`src/rtl/vga_scan_out.sv`:
```
// vga_scan_out: 640x480@60 VGA timing generator and frame-buffer scan-out.
// Counter stage S0 drives a linear BRAM read address (S1). BRAM data returns
// in S2, and all pins are registered together in S3, three edges after S0.
module vga_scan_out #(
    parameter int DW       = 12,
    parameter int H_ACTIVE = 640,
    parameter int H_FP     = 16,
    parameter int H_SYNC   = 96,
    parameter int H_BP     = 48,
    parameter int V_ACTIVE = 480,
    parameter int V_FP     = 10,
    parameter int V_SYNC   = 2,
    parameter int V_BP     = 33
) (
    input  logic          i_clk,
    input  logic          i_rst,
    input  logic          i_pattern_en,
    output logic [18:0]   o_vga_addr,
    input  logic [DW-1:0] i_vga_data,
    output logic          o_hsync,
    output logic          o_vsync,
    output logic          o_de,
    output logic [DW-1:0] o_rgb,
    output logic          o_frame_start
);

    localparam int H_TOTAL = H_ACTIVE + H_FP + H_SYNC + H_BP;
    localparam int V_TOTAL = V_ACTIVE + V_FP + V_SYNC + V_BP;
    localparam int HW      = $clog2(H_TOTAL);
    localparam int VW      = $clog2(V_TOTAL);
    localparam int BAR_W   = H_ACTIVE / 8;
    localparam int SW      = $clog2(BAR_W + 1);

    localparam logic [HW-1:0] H_LAST   = HW'(H_TOTAL - 1);
    localparam logic [HW-1:0] H_VIS    = HW'(H_ACTIVE);
    localparam logic [HW-1:0] HS_BEG   = HW'(H_ACTIVE + H_FP);
    localparam logic [HW-1:0] HS_END   = HW'(H_ACTIVE + H_FP + H_SYNC - 1);
    localparam logic [VW-1:0] V_LAST   = VW'(V_TOTAL - 1);
    localparam logic [VW-1:0] V_VIS    = VW'(V_ACTIVE);
    localparam logic [VW-1:0] VS_BEG   = VW'(V_ACTIVE + V_FP);
    localparam logic [VW-1:0] VS_END   = VW'(V_ACTIVE + V_FP + V_SYNC - 1);
    localparam logic [SW-1:0] SUB_LAST = SW'(BAR_W - 1);
    localparam logic [18:0]   PIX_LAST = 19'(H_ACTIVE * V_ACTIVE - 1);

    // S0 state
    logic [HW-1:0] h_q, h_d;
    logic [VW-1:0] v_q, v_d;
    logic [SW-1:0] sub_q, sub_d;
    logic [2:0]    bar_q, bar_d;
    logic          pat_q, pat_d;
    logic [18:0]   pix_q, pix_d;

    logic          vis, frame0, pat_now, hs_act, vs_act;
    logic [DW-1:0] bar_rgb;

    // S1 / S2 / S3 pipeline
    logic [18:0]   addr_q;
    logic          de1_q, hs1_q, vs1_q, fs1_q, pat1_q;
    logic [DW-1:0] bar1_q;
    logic          de2_q, hs2_q, vs2_q, fs2_q, pat2_q;
    logic [DW-1:0] bar2_q;
    logic          de3_q, hs3_q, vs3_q, fs3_q;
    logic [DW-1:0] rgb3_q;

    // Decode the current raster position and pick this pixel's bar colour
    always_comb begin
        vis     = (h_q < H_VIS) && (v_q < V_VIS);
        frame0  = (h_q == '0) && (v_q == '0);
        // pixel (0,0) must already see the newly sampled enable
        pat_now = frame0 ? i_pattern_en : pat_q;
        hs_act  = (h_q >= HS_BEG) && (h_q <= HS_END);
        vs_act  = (v_q >= VS_BEG) && (v_q <= VS_END);
        // bar order W,Y,C,G,M,R,B,K gives R=~b1, G=~b2, B=~b0
        bar_rgb             = '0;
        bar_rgb[DW-1:DW-4]  = {4{~bar_q[1]}};
        bar_rgb[DW-5:4]     = {(DW-8){~bar_q[2]}};
        bar_rgb[3:0]        = {4{~bar_q[0]}};
    end

    // Next-state for raster counters, bar sub-counter and pixel address
    always_comb begin
        h_d   = h_q + 1'b1;
        v_d   = v_q;
        sub_d = sub_q + 1'b1;
        bar_d = bar_q;
        if (h_q == H_LAST) begin
            h_d   = '0;
            v_d   = (v_q == V_LAST) ? '0 : v_q + 1'b1;
            sub_d = '0;
            bar_d = '0;
        end else if (sub_q == SUB_LAST) begin
            sub_d = '0;
            bar_d = bar_q + 1'b1;
        end
        pat_d = pat_now;
        pix_d = pix_q;
        if (vis) begin
            pix_d = (pix_q == PIX_LAST) ? '0 : pix_q + 19'd1;
        end
    end

    // S0: raster counters and frame-latched pattern enable
    always_ff @(posedge i_clk or posedge i_rst) begin
        if (i_rst) begin
            h_q   <= '0;
            v_q   <= '0;
            sub_q <= '0;
            bar_q <= '0;
            pat_q <= 1'b0;
            pix_q <= '0;
        end else begin
            h_q   <= h_d;
            v_q   <= v_d;
            sub_q <= sub_d;
            bar_q <= bar_d;
            pat_q <= pat_d;
            pix_q <= pix_d;
        end
    end

    // S1: issue BRAM address and capture the position's control bits
    always_ff @(posedge i_clk or posedge i_rst) begin
        if (i_rst) begin
            addr_q <= '0;
            de1_q  <= 1'b0;
            hs1_q  <= 1'b1;
            vs1_q  <= 1'b1;
            fs1_q  <= 1'b0;
            pat1_q <= 1'b0;
            bar1_q <= '0;
        end else begin
            if (vis) begin
                addr_q <= pix_q;
            end
            de1_q  <= vis;
            hs1_q  <= ~hs_act;
            vs1_q  <= ~vs_act;
            fs1_q  <= frame0;
            pat1_q <= pat_now;
            bar1_q <= bar_rgb;
        end
    end

    // S2: delay control bits while BRAM performs its registered read
    always_ff @(posedge i_clk or posedge i_rst) begin
        if (i_rst) begin
            de2_q  <= 1'b0;
            hs2_q  <= 1'b1;
            vs2_q  <= 1'b1;
            fs2_q  <= 1'b0;
            pat2_q <= 1'b0;
            bar2_q <= '0;
        end else begin
            de2_q  <= de1_q;
            hs2_q  <= hs1_q;
            vs2_q  <= vs1_q;
            fs2_q  <= fs1_q;
            pat2_q <= pat1_q;
            bar2_q <= bar1_q;
        end
    end

    // S3: register all pin outputs together, blanking RGB outside DE
    always_ff @(posedge i_clk or posedge i_rst) begin
        if (i_rst) begin
            de3_q  <= 1'b0;
            hs3_q  <= 1'b1;
            vs3_q  <= 1'b1;
            fs3_q  <= 1'b0;
            rgb3_q <= '0;
        end else begin
            de3_q  <= de2_q;
            hs3_q  <= hs2_q;
            vs3_q  <= vs2_q;
            fs3_q  <= fs2_q;
            rgb3_q <= de2_q ? (pat2_q ? bar2_q : i_vga_data) : '0;
        end
    end

    assign o_vga_addr    = addr_q;
    assign o_de          = de3_q;
    assign o_hsync       = hs3_q;
    assign o_vsync       = vs3_q;
    assign o_frame_start = fs3_q;
    assign o_rgb         = rgb3_q;

endmodule

```
`config.mk`:
```
export PLATFORM = sky130hd
export DESIGN_NAME = vga_scan_out
export DESIGN_NICKNAME = d
export VERILOG_FILES = /design/src/rtl/vga_scan_out.sv
export SDC_FILE = /design/constraint.sdc
export NUM_CORES = 1
export LEC_CHECK = 0
export CORE_MARGIN = 4
export CORE_UTILIZATION = 54
export DETAILED_ROUTE_END_ITERATION = 16
export PLACE_DENSITY = 0.73
export SYNTH_ARGS = -nofsm -noshare
export SYNTH_HDL_FRONTEND = slang
export SYNTH_SLANG_ARGS = --single-unit
```
`constraint.sdc`:
```
create_clock -name i_clk -period 9.9 [get_ports i_clk]
set_input_delay 2.97 -clock i_clk [delete_from_list [all_inputs] [get_ports i_clk]]
set_output_delay 2.97 -clock i_clk [all_outputs]
set_load 0.05 [all_outputs]
```
* Word level (Yosys, flattened, before mapping) *
Index checks and enable logic that the tools add are counted.

word-level totals
  flip-flop bits (word level) = 112
  input bits = 15
  output and inout port bits = 35
  word-level logic and storage cells = 59

operators by class
  add/subtract/negate cells = 5
  magnitude comparators = 6
  equal/unequal tests = 4
  muxes and demuxes = 9
  bitwise logic cells = 5
  reductions and logical operators = 7

operator list
  operator                 number
  $mux W12                 2
  $add A10 B1 Y10 const B  2
  $eq A10 B10 Y1 const B   2
  $logic_not A10 Y1        2
  $mux W10                 2
  $add A19 B1 Y19 const B  1
  $eq A19 B19 Y1 const B   1
  $mux W19                 1
  $mux W7                  2
  $ge A10 B10 Y1 const B   1
  $ge A10 B9 Y1 const B    1
  $le A10 B10 Y1 const B   1
  $le A10 B9 Y1 const B    1
  $lt A10 B10 Y1 const B   1
  $lt A10 B9 Y1 const B    1
  $add A7 B1 Y7 const B    1
  $eq A7 B7 Y1 const B     1
  $mux W3                  2
  $not A1 Y1               5
  $logic_and A1 B1 Y1      4
  $add A3 B1 Y3 const B    1
  $reduce_bool A2 Y1       1

* Depth between registers and ports, before layout *
Gate-level depths: netlist (run 1).

  depth in word-level cells = 3
  gate-level depth with buffers = 7
  gate-level depth less buffers = 7

* Least setup slack after synthesis (run 1) *
Ideal clock, no wire load.

  path type = register to output
  from = reg hs3_q (netlist: o_hsync)
  to = out o_hsync
  arrival = 0.656 ns
  required time = 6.930 ns
  slack = 6.274 ns
  cell stages (with the launch flop) = 1
  cell sequence = dfstp_2

RTL lines
  what                    RTL line  RTL
  from (decl)             62        logic de3_q, hs3_q, vs3_q, fs3_q;
  from (signal assigned)  173       hs3_q <= hs2_q;
  to (decl)               20        output logic o_hsync,

No word-level cell between the ends.

* Worst setup path after layout (run 1) *
  from = reg hs3_q (netlist: o_hsync)
  to = out o_hsync

No word-level cell between the ends.

==> flow_summary.ini, run 1 <==
[timing]
min_period_ps = 4639
rsz0062_at_grt = no
fin_skew_ps = 15.65
setup_viol = 0
min_period_over_period = 0.4686
hold_viol = 0
worst_pin_slew_ps = 1016
drv_slew = 0
finalSetupTns_ps = 0
hold_ws_ps = 355.9
fmax_mhz = 215.6
maxSlewHeadroom = 0.3229

[pwr]
combinationalPowerShare = 0.048
leakage_nw = 2.277
p_switching_mw = 0.1662
p_per_area_nw_per_um2 = 147.0
pwr-share-clk = 0.395
swShare = 0.2241
p_int_mw = 0.5756
power_frac_seq = 0.557
vdd_drop_max_uv = 72.91

[route]
via_count = 3015
routed_wl_um = 7804
post_drt_wl_per_cell_um = 13.86
drt_iter0_drc = 113
drt_drc_violations_left = 0
dr.pass1.iters = 4
viasPerCell = 5.355
ant_nets = 0

[clock_tree]
post_cts_buffers = 0
cts-buffers-inserted = 9
hold_buffers = 0
clkSinkCount = 100
clk_latency_ps = 360
cts_root_buffer = clkbuf_8
cts.clk_slew.worst_paths_ps = 100
post_cts_resize_count = 0
htreeDepth = 3
cts_tree = done
clock_path_buffers = 2

[worst_setup_path]
cp_num_buf_inv = 1
cp_slowest_cell = clkdlybuf4s50_1
worst-path-max-fanout = 1
cp.required_ps = 6930
cp_top_family = buffers and inverters
path_cells = clkdlybuf4s50_1
critPathLaunchType = flip-flop
max_stage_delay_ps = 790
arrival_ps = 1670
cp-end-kind = output pin
crit_type = flip-flop to output pin

[synth]
yosysTopAreaCell = dfrtp_1
synth_edf_count = 0
synth_flop_cell = dfrtp_1
synth_top_area_frac = 0.5528
synth_area_leaders = dfrtp_1 55%, nand2_1 7.8%, dfstp_2 3.7%
yosysWarnings = 0
ys_seq_area_frac = 0.5898
syn-num-nets = 434
syn_avg_cell_area_um2 = 10.33
ys_ff_latch = 100
async_reset_ff_frac = 1.000
synth_cell_types = 41
syn_area_um2 = 4255
synth_cells = 412

[grt]
grt_max_degree = 71
grt.total_usage = 0.1710
antenna_found_initial = 0
grt_pass1_wl_um = 13320
grt_pass1_vias = 2875
grt-ovfl-total = 0

[finish]
area_delta_synth_final_pct = 18.61
mostFrequentLayoutCells = 94 x dfrtp_1, 88 x nand2_1, 49 x clkdlybuf4s50_1
design_area_um2 = 5047
antenna_cells = 0
fill_cells = 633
fin_cells = 563
mostFrequentLayoutCell = dfrtp_1
postLayoutCoreUtil = 0.6566
nNetsFinal = 478
drive_gt1_frac = 0.06941

[die]
start_util = 0.5535
core-area_um2 = 7687
die_area_um2 = 9364
io_pins = 50
die_width_um = 96.77
dieHeight_um = 96.77
rows = 32

[placement]
place_area_um2 = 4816
place_congestion = 0.8233
hpwl_um = 5320
port_buffers = 49
dp_cells = 547

[flow_run]
maxCapViolations = 0

[status]
status = finished clean

[worst_hold_path]
hold_class = flip-flop to flip-flop
cells in the mapped netlist, drive strengths merged (5+ instances only):
library cell	count
nand2	88
xnor2	16
nand3	15
xor2	8
nor2	24
or3	5
nand2b	16
inv	12
a21boi	12
o21ai	19
and3	11
a31oi	6
nand4	13
dfrtp	94
dfstp	6
buf	8
clkbuf	10
nor3	11
ha	7
final timing paths:
kind,startpoint,end,slack [ps],depth (start not counted)
hold / removal,fs1_q$_DFF_PP0_,fs2_q$_DFF_PP0_,360,0
setup / recovery,o_hsync$_DFF_PP1_,o_hsync,5260,1
hold reg to reg,fs1_q$_DFF_PP0_,fs2_q$_DFF_PP0_,360,0
setup reg to reg,v_q[5]$_DFFE_PP0N_,pix_q[15]$_DFFE_PP0P_,6890,6
max in group asynchronous,i_rst,pix_q[6]$_DFFE_PP0P_,5780,3
min in group asynchronous,i_rst,bar_q[2]$_DFFE_PP0P_,2960,2
per-layer routing:
metal  track usage  vias up  wire, um
li1              -     1473         -
met1        0.2264     1464      3583
met2        0.2781       66      3802
met3       0.03244       12       310
met4       0.07019        0       108
met5             0        -         0
registers in the layout (all words and copies together), names as in the netlist, 3 cells and up:
name        count
o_vga_addr     19
pix_q          19
o_rgb          12
h_q            10
v_q            10
sub_q           7
bar1_q          3
bar2_q          3
bar_q           3
power groups by stage:
stage | Sequential [mW] | Clock (mW) | Combinational [mW]
after floorplan | 0.432 | 0 | 0.00969
after global placement | 0.421 | 0 | 0.0356
after detailed placement | 0.421 | 0 | 0.0362
after CTS | 0.413 | 0.298 | 0.0364
after global routing | 0.414 | 0.317 | 0.0385
final | 0.413 | 0.293 | 0.0353
per-stage QoR:
step	power, mW	setup slack [ps]
floorplan	0.4419	4321
global placement	0.4569	5332
detailed placement	0.4577	5301
CTS	0.7481	5243
global route	0.7698	5216
finish	0.7419	5261
worst reg2reg max path, delay by kind of cell (launching register included):
| kind | cells | cell delay (ps) |
|---|---|---|
| flops | 1 | 440 |
| simple gates | 3 | 1480 |
| buf+inv | 1 | 730 |
| compound gates | 2 | 270 |
cells by family (layout without fill, tap and decap cells):
family | after synthesis | after routing | share of synthesized area
buffers and inverters | 30 | 79 | 0.02823
adders and majority gates | 7 | 7 | 0.02058
DFF | 100 | 100 | 0.5898
and+or+nand+nor | 195 | 195 | 0.2232
AOI/OAI and AO/OA | 52 | 52 | 0.07851
xor gates and xnor gates | 24 | 24 | 0.04940
muxes | 4 | 4 | 0.01029
final cells by class:
type	count	area (um^2)	share of cell area
timing repair buffer	51	505.5	0.1001
clock buffer	10	137.6	0.02727
tap	102	127.6	0.02529
sequential	100	2510	0.4973
multi-input combinational	282	1625	0.3220
clock inverter	6	93.84	0.01859
inverter	12	47.55	0.009420
(Power assumes the default switching activity.)
==> inputs of run 2 (changes only) <==
--- a/config.mk
+++ b/config.mk
@@ -6,9 +6,9 @@
 export NUM_CORES = 1
 export LEC_CHECK = 0
 export CORE_MARGIN = 4
-export CORE_UTILIZATION = 54
+export CORE_UTILIZATION = 50
 export DETAILED_ROUTE_END_ITERATION = 16
-export PLACE_DENSITY = 0.73
+export PLACE_DENSITY = 0.71
 export SYNTH_ARGS = -nofsm -noshare
 export SYNTH_HDL_FRONTEND = slang
 export SYNTH_SLANG_ARGS = --single-unit
==> constraint.sdc (replaced) <==
create_clock -name i_clk -period 3.9 [get_ports i_clk]
set_input_delay 1.17 -clock i_clk [delete_from_list [all_inputs] [get_ports i_clk]]
set_output_delay 1.17 -clock i_clk [all_outputs]
set_load 0.05 [all_outputs]
==> run 2 against run 1 <==
Clock power is 140% higher; hold slack worse by 6.5 ps; highest routed layer unchanged; combinational power rose to 2.6 times the previous value; flip-flop and latch count unchanged; largest power group unchanged; routed wire length fell by 3.6%; clock-buffer cell count increased by 1.
==> flow_summary.ini, run 2 (synthesis results as in run 1) <==
[status]
status = finished clean

[die]
dieHeight_um = 100.3
core-area_um2 = 8258
die_width_um = 100.3
io_pins = 50
start_util = 0.5153
rows = 33
die_area_um2 = 10050

[worst_setup_path]
cp_slowest_cell = clkdlybuf4s50_1
cp_top_family = buffers and inverters
crit_type = flip-flop to output pin
max_stage_delay_ps = 790
startpoint = o_hsync$_DFF_PP1_
worst-path-max-fanout = 1
critPathLaunchType = flip-flop
r2r-start = v_q[5]$_DFFE_PP0N_
cp_num_buf_inv = 1
arrival_ps = 1670
cp-end-kind = output pin
path_cells = clkdlybuf4s50_1
cp.required_ps = 2730

[clock_tree]
hold_buffers = 0
htreeDepth = 3
clkSinkCount = 100
clk_latency_ps = 350
clock_path_buffers = 2
cts_tree = done
cts-buffers-inserted = 9
post_cts_resize_count = 0
cts.clk_slew.worst_paths_ps = 90
cts_root_buffer = clkbuf_8
post_cts_buffers = 0

[finish]
antenna_cells = 0
nNetsFinal = 480
mostFrequentLayoutCells = 94 x dfrtp_1, 88 x nand2_1, 49 x clkdlybuf4s50_1
drive_gt1_frac = 0.06911
mostFrequentLayoutCell = dfrtp_1
postLayoutCoreUtil = 0.6132
area_delta_synth_final_pct = 18.99

[flow_run]
maxCapViolations = 0

[grt]
grt-ovfl-total = 0
antenna_found_initial = 0
grt.total_usage = 0.1619
grt_pass1_vias = 2915
grt_pass1_wl_um = 13200
grt_max_degree = 58

[route]
via_count = 3018
ant_nets = 0
viasPerCell = 5.313
drt_iter0_drc = 78
dr.pass1.iters = 4
drt_drc_violations_left = 0
routed_wl_um = 7522
post_drt_wl_per_cell_um = 13.24

[timing]
hold_ws_ps = 349.3
min_period_ps = 2839
rsz0062_at_grt = no
fin_skew_ps = 9.999
setup_viol = 0
maxSlewHeadroom = 0.3418
min_period_over_period = 0.7279
worst_pin_slew_ps = 987.4
finalSetupTns_ps = 0
drv_slew = 0
fmax_mhz = 352.2
hold_viol = 0

[placement]
place_congestion = 0.8298
hpwl_um = 5182
port_buffers = 49

[pwr]
p_per_area_nw_per_um2 = 364.8
finalPower_mw = 1.847
vdd_drop_max_uv = 230.2
leakage_nw = 2.281

[worst_hold_path]
hold_start = bar1_q[7]$_DFF_PP0_
hold_class = flip-flop to flip-flop
-- run 2: metal layers --
layer	vias up	track usage	share of wire
met4	0	0.07150	0.012
met2	57	0.2645	0.47
met1	1469	0.2112	0.49
met5	-	0	0
met3	11	0.02988	0.035
li1	1481	-	-
-- run 2: worst paths after layout --
kind,to,slack [ps],depth (start not counted)
setup reg to reg,pix_q[15]$_DFFE_PP0P_,1440,7
setup / recovery,o_hsync,1060,1
max in group asynchronous,hs2_q$_DFF_PP1_,1950,3
hold / removal,bar2_q[7]$_DFF_PP0_,350,0
min in group asynchronous,o_frame_start$_DFF_PP0_,1210,2
hold reg to reg,bar2_q[7]$_DFF_PP0_,350,0
-- run 2: through the flow --
stage               worst slack (ps)  cells  cell area (um^2)
finish                          1061    568              5064
CTS                             1038    568              5064
detailed placement              1430    552              4847
global route                    1005    568              5064
global placement                1444    552              4847
floorplan                      121.1    412              4255
-- run 2: final cells by class --
type	count	area [um^2]
clock inverter	5	85.08
multi-input combinational	282	1625
fill	712	3194
clock buffer	11	131.4
tap	105	131.4
inverter	12	47.55
timing repair buffer	53	533.0
sequential	100	2510
-- run 2: where the power goes --
group / internal [mW] / switching (mW) / leakage, nW
registers: 1.04 / 0.00402 / 1.24
clock network: 0.366 / 0.342 / 0.104
logic: 0.0329 / 0.0576 / 0.940
==> inputs of run 3 (changes only) <==
==> constraint.sdc (replaced) <==
create_clock -name i_clk -period 2.51 [get_ports i_clk]
set_input_delay 0.753 -clock i_clk [delete_from_list [all_inputs] [get_ports i_clk]]
set_output_delay 0.753 -clock i_clk [all_outputs]
set_load 0.05 [all_outputs]
==> run 3 against run 2 <==
Total power up 47%; first-iteration DRC count up 95%; register-to-register slack worse by 960 ps; hold slack better by 2.2 ps; die area unchanged; worst setup slack worse by 970 ps; combinational power up 61%; sequential power up 55%; sequential share of layout area down 0.20 points; critical path type unchanged; highest routed layer unchanged.
==> flow_summary.ini, run 3 (synthesis results as in run 1) <==
[route]
drt_iter0_drc = 152
via_count = 3042
viasPerCell = 5.318
post_drt_wl_per_cell_um = 13.19
routed_wl_um = 7545
drt_drc_violations_left = 0
dr.pass1.iters = 4
ant_nets = 0

[worst_setup_path]
arrival_ps = 1670
crit_type = flip-flop to output pin
critPathLaunchType = flip-flop
r2r_end = v_q[4]$_DFFE_PP0N_
cp_num_buf_inv = 1
r2r-start = v_q[4]$_DFFE_PP0N_
reg2reg_depth = 5
cp-end-kind = output pin
cp_top_family = buffers and inverters
cp.required_ps = 1760
reg2reg_slack_ps = 480
worst-path-max-fanout = 1
cp_slowest_cell = clkdlybuf4s50_1
path_cells = clkdlybuf4s50_1
max_stage_delay_ps = 790

[timing]
maxSlewHeadroom = 0.6212
min_period_over_period = 0.9645
drv_slew = 0
hold_viol = 0
worst_pin_slew_ps = 563.8
min_period_ps = 2421
setup_viol = 0
worst_slack_ps = 89.12
fmax_mhz = 413.1
rsz0062_at_grt = no
finalSetupTns_ps = 0
fin_skew_ps = 10.99

[clock_tree]
cts.clk_slew.worst_paths_ps = 90
clk_latency_ps = 350
cts_tree = done
clock_path_buffers = 2
htreeDepth = 3
post_cts_resize_count = 0
cts-buffers-inserted = 9
post_cts_buffers = 0
clkSinkCount = 100
hold_buffers = 0
cts_root_buffer = clkbuf_8

[pwr]
vdd_drop_max_uv = 290.7
swShare = 0.2273
p_switching_mw = 0.6160
power_frac_seq = 0.601
combinationalPowerShare = 0.054
p_per_area_nw_per_um2 = 533.1
pwr-share-clk = 0.345
p_int_mw = 2.094
leakage_nw = 2.295

[grt]
grt_pass1_wl_um = 13240
antenna_found_initial = 0
grt_max_degree = 55
grt.total_usage = 0.1630
grt_pass1_vias = 2938
grt-ovfl-total = 0

[die]
core-area_um2 = 8258
start_util = 0.5153
io_pins = 50
rows = 33
die_width_um = 100.3
die_area_um2 = 10050
dieHeight_um = 100.3

[worst_hold_path]
hold_class = flip-flop to flip-flop
worst_hold_path.endpoint = bar2_q[7]$_DFF_PP0_
hold_start = bar1_q[7]$_DFF_PP0_
min_path_cells = 0

[finish]
area_delta_synth_final_pct = 19.46
drive_gt1_frac = 0.08137
antenna_cells = 0
mostFrequentLayoutCells = 94 x dfrtp_1, 88 x nand2_1, 49 x clkdlybuf4s50_1
fin_cells = 572
postLayoutCoreUtil = 0.6156
mostFrequentLayoutCell = dfrtp_1
nNetsFinal = 485

[flow_run]
maxCapViolations = 0

[placement]
dp_cells = 557
hpwl_um = 5341
preCtsSetupSlack_ps = 470.6
place_congestion = 0.7624
port_buffers = 49

[status]
status = finished clean
-- run 3: cell count changes in the layout (fill, tap and decap cells not counted), sizes merged --
cell | previous run | this run
buf | 4 | 9
bufinv | 2 | 0
clkinv | 1 | 2
clkinvlp | 1 | 2
inv | 13 | 12
-- run 3: layer usage --
metal  vias up  share of wire  track usage
met5         -              0            0
met4         0          0.013      0.05699
met3         8          0.035      0.02919
met2        46           0.48       0.2640
met1      1496           0.47       0.2223
li1       1492              -            -
-- run 3: through the flow --
stage | power [mW] | area (um^2) | hold slack (ps)
after detailed placement | 1.812 | 4898 | 334.7
after global routing | 2.830 | 5084 | 362.3
after floorplan | 1.743 | 4259 | 331.2
final | 2.710 | 5084 | 351.6
after global placement | 1.809 | 4898 | 332.6
after CTS | 2.754 | 5084 | 355.3
-- run 3: worst max-delay path by stage --
stage,endpoint,start,cells after the start
6_report,o_vsync,o_vsync$_DFF_PP1_,1
5_1_grt,o_vsync,o_vsync$_DFF_PP1_,1
4_1_cts,o_vsync,o_vsync$_DFF_PP1_,1
3_5_place_dp,o_vsync,o_vsync$_DFF_PP1_,1
3_3_place_gp,o_hsync,o_hsync$_DFF_PP1_,1
2_1_floorplan,bar1_q[3]$_DFF_PP0_,i_rst,1
-- run 3: area by class of cell --
cell class	count	area, um^2
fillers	696	3174
multi-input cells	282	1625
well taps	105	131.4
clock inverters	4	33.78
flip-flops and latches	100	2510
clock buffers	11	151.4
inverters	12	48.80
repair buffers	58	583.1
-- run 3: power by group through the flow --
stage / Combinational [mW] / Clock [mW] / Sequential (mW)
2_1_floorplan: 0.0386 / 0 / 1.70
6_report: 0.146 / 0.935 / 1.63
5_1_grt: 0.159 / 1.04 / 1.63
3_5_place_dp: 0.150 / 0 / 1.66
3_3_place_gp: 0.148 / 0 / 1.66
4_1_cts: 0.150 / 0.974 / 1.63
==> RTL edit 1 (flow settings as in run 2) <==
Take the reset off `h_q`, `v_q` and `pix_q` and load them in a clocked block of their own.
--- a/src/rtl/vga_scan_out.sv
+++ b/src/rtl/vga_scan_out.sv
@@ -104,4 +104,2 @@
         if (i_rst) begin
-            h_q   <= '0;
-            v_q   <= '0;
             sub_q <= '0;
@@ -109,6 +107,3 @@
             pat_q <= 1'b0;
-            pix_q <= '0;
         end else begin
-            h_q   <= h_d;
-            v_q   <= v_d;
             sub_q <= sub_d;
@@ -116,4 +111,9 @@
             pat_q <= pat_d;
-            pix_q <= pix_d;
         end
+    end
+
+    always_ff @(posedge i_clk) begin
+        h_q   <= h_d;
+        v_q   <= v_d;
+        pix_q <= pix_d;
     end
Function: changed (Yosys sat finds a counterexample within 4 cycles, from zero or initial values and one cycle with i_rst high).
==> RTL edit 1 against run 2 <==
- utilization shrank 0.48 points
- routed wire length is 11% lower
- first-iteration DRC count increased by 22%
- synthesized area fell by 0.94%
- non-clock buffer count is 2 lower
- sequential cell count is the same
- design area decreased by 1.3%
- maximum frequency shrank 0.36%
- register-to-register slack improved by 0.34 ns
- cell count is 12% lower
- worst setup slack lost 0.010 ns
- highest routed layer unchanged
Power is not compared: it rests on default switching activity, and its combinational part moved more than twofold at a synthesized area within 25%.
==> RTL edit 1: results (changes against run 2) <==
- The flow ran to the end, and the final reports show no timing, DRC or antenna violations.
- The average wire length per cell after detail routing is 13.46 microns (+1.6%).
- The met2 track demand over resource is 22.22% (-4.2 points).
- The worst hold path endpoint is de2_q$_DFF_PP0_.
- The register area share after synthesis was 61.80% (+2.8 points).
- The number of nets at the end of the flow is 410 (-15%).
- The length in cells of the worst reg-to-reg path is 5 (-2).
- The global routing met3 resource utilization is 3.544% (+0.56 points).
- The startpoint identified for the worst hold timing path is de1_q$_DFF_PP0_.
- The worst setup slack after placement is 1.436 ns (+0.005330 ns).
- The final weighted congestion in routability-driven placement was 0.7775 (-6.3%).
- The adder-cell share of the synthesized area is 2.078% (+0.020 points).
- The number of design-rule violations left by the first detailed-router iteration is 95 (+22%).
- The routed via count divided by cell count is 5.185 (-2.4%).
- The share of post-route cells with drive strength above 1 is 13.74% (+6.8 points).
- The async set-reset flop share out of synthesis is 61.00% (-39 points).
- The wire length on met3 is 369 microns (+39%).
- The met1 layer usage reported by global route was 19.91% (-1.2 points).
- The HPWL after detailed placement is 4.589 mm (-11%).
- The slew at the pin closest to its max-slew limit is 0.8934 ns (-0.09396 ns).
- The slack of the worst reg-to-reg path is 1.78 ns (+0.34 ns).
- The synthesized net count is 358 (-18%).
- After synthesis, the cell types taking the most area are sky130_fd_sc_hd__dfrtp_1 (33%), sky130_fd_sc_hd__edfxtp_1 (21%), sky130_fd_sc_hd__mux2_2 (4.8%), sky130_fd_sc_hd__dfxtp_1 (4.7%), sky130_fd_sc_hd__xnor2_1 (4.4%).
- The final worst clock skew is 0.01195 ns (+0.001952 ns).
- The launch instance of the worst register-to-register path is h_q[0]$_SDFF_PN0_.
- The average cell area after synthesis is 12.55 sq um (+21%).
- The wire length on met1 was 3.254 mm (-11%).
- After synthesis, the most frequently instantiated cells are sky130_fd_sc_hd__dfrtp_1 (55), sky130_fd_sc_hd__nor2_1 (37), sky130_fd_sc_hd__edfxtp_1 (29), sky130_fd_sc_hd__xnor2_1 (21), sky130_fd_sc_hd__mux2_2 (18).
- The fraction of the mapped netlist area in compound gates came to 3.117% (-4.7 points).
- The synthesized-area fraction occupied by xor and xnor cells is 7.688% (+2.7 points).
- The multiplexer fraction of the synthesized cell area is 5.580% (+4.6 points).
- The aggregate global-route resource usage is 14.72% (-1.5 points).
[RTL edit 1: cell count changes after synthesis, sizes merged, moves of 6 or more]
cell	change
nand2	-73
dfrtp	-39
edfxtp	+29
mux2	+17
o21ai	-16
nor2	+13
dfxtp	+10
xor2	+8
a31oi	-6
[RTL edit 1: per-stage QoR]
step                      total power [mW]  instance area [sq um]
final                                1.727                   4999
after global routing                 1.799                   4999
after CTS                            1.748                   4999
after detailed placement             1.124                   4807
after global placement               1.124                   4807
after floorplan                      1.105                   4215
[RTL edit 1: final cells by class]
type	count	area, sq um	share of cell area [%]
timing repair buffer	51	505.5	10.11
inverter	12	45.04	0.9011
multi-input combinational	214	1520	30.41
sequential	100	2605	52.12
clock inverter	7	67.56	1.352
tap	105	131.4	2.628
clock buffer	9	123.9	2.478
[RTL edit 1: report_power, final]
| part | internal, mW | switching [mW] |
|---|---|---|
| clock | 0.249 | 0.377 |
| combinational | 0.0143 | 0.0154 |
| sequential | 1.07 | 0 |
| total | 1.33 | 0.392 |
==> RTL edit 2 (settings of run 2) <==
Without the edit above. Set the parameter `V_ACTIVE` to 960 (it was 480).
--- a/src/rtl/vga_scan_out.sv
+++ b/src/rtl/vga_scan_out.sv
@@ -9,3 +9,3 @@
     parameter int H_BP     = 48,
-    parameter int V_ACTIVE = 480,
+    parameter int V_ACTIVE = 960,
     parameter int V_FP     = 10,
Formal check against the unedited RTL: same outputs for any inputs over 10 cycles, from zero or initial values and one cycle with i_rst high; that may be too few to reach the edited logic, so the function may still have changed.
==> RTL edit 2 against run 2 <==
- design area increased by 0.35%
- synthesized area increased by 0.59%
- largest power group unchanged
- critical path depth unchanged
- worst setup slack lost 0.016 ns
- sequential cell count unchanged
- routed wire length up 3.8%
- total power up 0.33%
- synthesized cell count is 3.4% lower
- critical endpoint unchanged
==> RTL edit 2: results (changes against run 2) <==
- The run finished with clean final reports.
- The final weighted congestion in routability-driven placement was 0.8196 (-1.2%).
- The synthesized net count is 420 (-3.2%).
- The number of instances in the synthesized netlist is 398 (-3.4%).
- The slew at the pin closest to its max-slew limit is 0.5945 ns (-0.3929 ns).
- The worst hold path begins at bar1_q[3]$_DFF_PP0_.
- The number of buffers inserted by port buffering is 49 (unchanged).
- The biggest cell delay along the critical path was 0.79 ns (about the same).
- The multiplexer fraction of the synthesized cell area is 0.9646% (-0.064 points).
- The global-route wire length before repair is 13.55 mm (+2.7%).
- The leakage power summed over all cells was 2.270 nW (-0.45%).
- The adder-cell share of the synthesized area is 2.046% (-0.012 points).
- The wire length on met1 is 3.644 mm (-0.27%).
- The worst hold path endpoint is bar2_q[3]$_DFF_PP0_.
- The synthesized-area fraction occupied by xor and xnor cells is 5.320% (+0.38 points).
- The register area share after synthesis is 58.64% (-0.34 points).
- The maximum number of pins on one net before global-route repair is 49 (-16%).
- By area the synthesized netlist is led by sky130_fd_sc_hd__dfrtp_1 (55%), sky130_fd_sc_hd__nand2_1 (5.5%), sky130_fd_sc_hd__dfstp_2 (3.7%), sky130_fd_sc_hd__xnor2_1 (2.9%), sky130_fd_sc_hd__nor2_1 (2.5%).
- The arrival time of data at the critical path endpoint is 1.69 ns (+0.02 ns).
- The maximum vdd drop is 0.1754 mV (-24%).
- The overall routed net length is 7.809 mm (+3.8%).
- The number of global-route vias before repair is 2,852 (-2.2%).
- The distinct cell type count of the synthesized netlist was 50 (+22%).
- The H-tree depth is 3 (unchanged).
- The endpoint of the worst-slack reg-to-reg timing path is pix_q[6]$_DFFE_PP0P_.
- The count of non-filler cells in the finished layout came to 557 (-1.9%).
- The routed wire length on met2 is 3.752 mm (+6.9%).
- The number of design-rule violations left by the first detailed-router iteration is 78 (unchanged).
- The worst register-to-register path begins at v_q[6]$_DFFE_PP0N_.
- The critical-path cell with the highest stage delay is sky130_fd_sc_hd__clkdlybuf4s50_1.
- The number of nets at the end of the flow is 469 (-2.3%).
- The fraction of the mapped netlist area in compound gates is 7.805% (-0.046 points).
- The clock latency at the later pin of the worst-skew pair is 0.36 ns.
- The placed instance area is 4861 sq um (+0.28%).
- The aggregate global-route resource usage is 16.98% (+0.79 points).
- The final worst clock skew is 0.004724 ns (-0.005275 ns).
- The total instance count after detailed placement is 541 (-2.0%).
- The commonest cells after synthesis are sky130_fd_sc_hd__dfrtp_1 (94), sky130_fd_sc_hd__nand2_1 (63), sky130_fd_sc_hd__nor2_1 (28), sky130_fd_sc_hd__o21ai_0 (19).
- The slack of the worst reg-to-reg path is 1.63 ns (+0.19 ns).
- The length in cells of the worst reg-to-reg path is 5 (-2).
- The wire length on met3 is 292 microns (+9.8%).
- The via count is 2,974 (-1.5%).
- The HPWL after detailed placement came to 5.403 mm (+4.3%).
- The smallest hold slack is 0.3548 ns (+0.005454 ns).
- The clock edge transition at the registers on the reported setup and hold paths is 0.09 ns (about the same).
- The share of post-route cells with drive strength above 1 is 8.186% (+1.3 points).
==> RTL edit 2: metrics by stage <==
step | worst slack [ns] | power [mW]
2_1_floorplan | 0.1212 | 1.122
3_3_place_gp | 1.444 | 1.163
3_5_place_dp | 1.435 | 1.165
4_1_cts | 1.023 | 1.873
5_1_grt | 0.9849 | 1.925
6_report | 1.045 | 1.853
==> RTL edit 2: cell type report <==
| type | instances | area, sq um |
|---|---|---|
| clock buffers | 12 | 165.2 |
| clock inverters | 4 | 55.05 |
| fillers | 692 | 3177 |
| inverters | 18 | 70.07 |
| multi-input cells | 267 | 1632 |
| flip-flops and latches | 100 | 2510 |
| well taps | 105 | 131.4 |
| repair buffers | 51 | 518.0 |
==> RTL edit 2: worst max path at each step <==
stage	slack (ns)	start	endpoint
floorplan	0.12	i_rst	bar1_q[3]$_DFF_PP0_
global placement	1.44	o_vsync$_DFF_PP1_	o_vsync
detailed placement	1.44	o_hsync$_DFF_PP1_	o_hsync
CTS	1.02	o_hsync$_DFF_PP1_	o_hsync
global route	0.98	o_hsync$_DFF_PP1_	o_hsync
finish	1.04	o_hsync$_DFF_PP1_	o_hsync
==> RTL edit 2: power by group <==
part,switching (mW),internal (mW)
Combinational,0.0590,0.0335
Sequential,0.00430,1.05
Clock,0.358,0.353
Total,0.422,1.43
==> RTL edit 2: per-layer routing <==
layer  track usage, %  vias to the layer above
li1                 -                     1444
met1            22.95                     1479
met2            26.86                       39
met3            4.429                       12
met4            5.596                        0
met5                0                        -
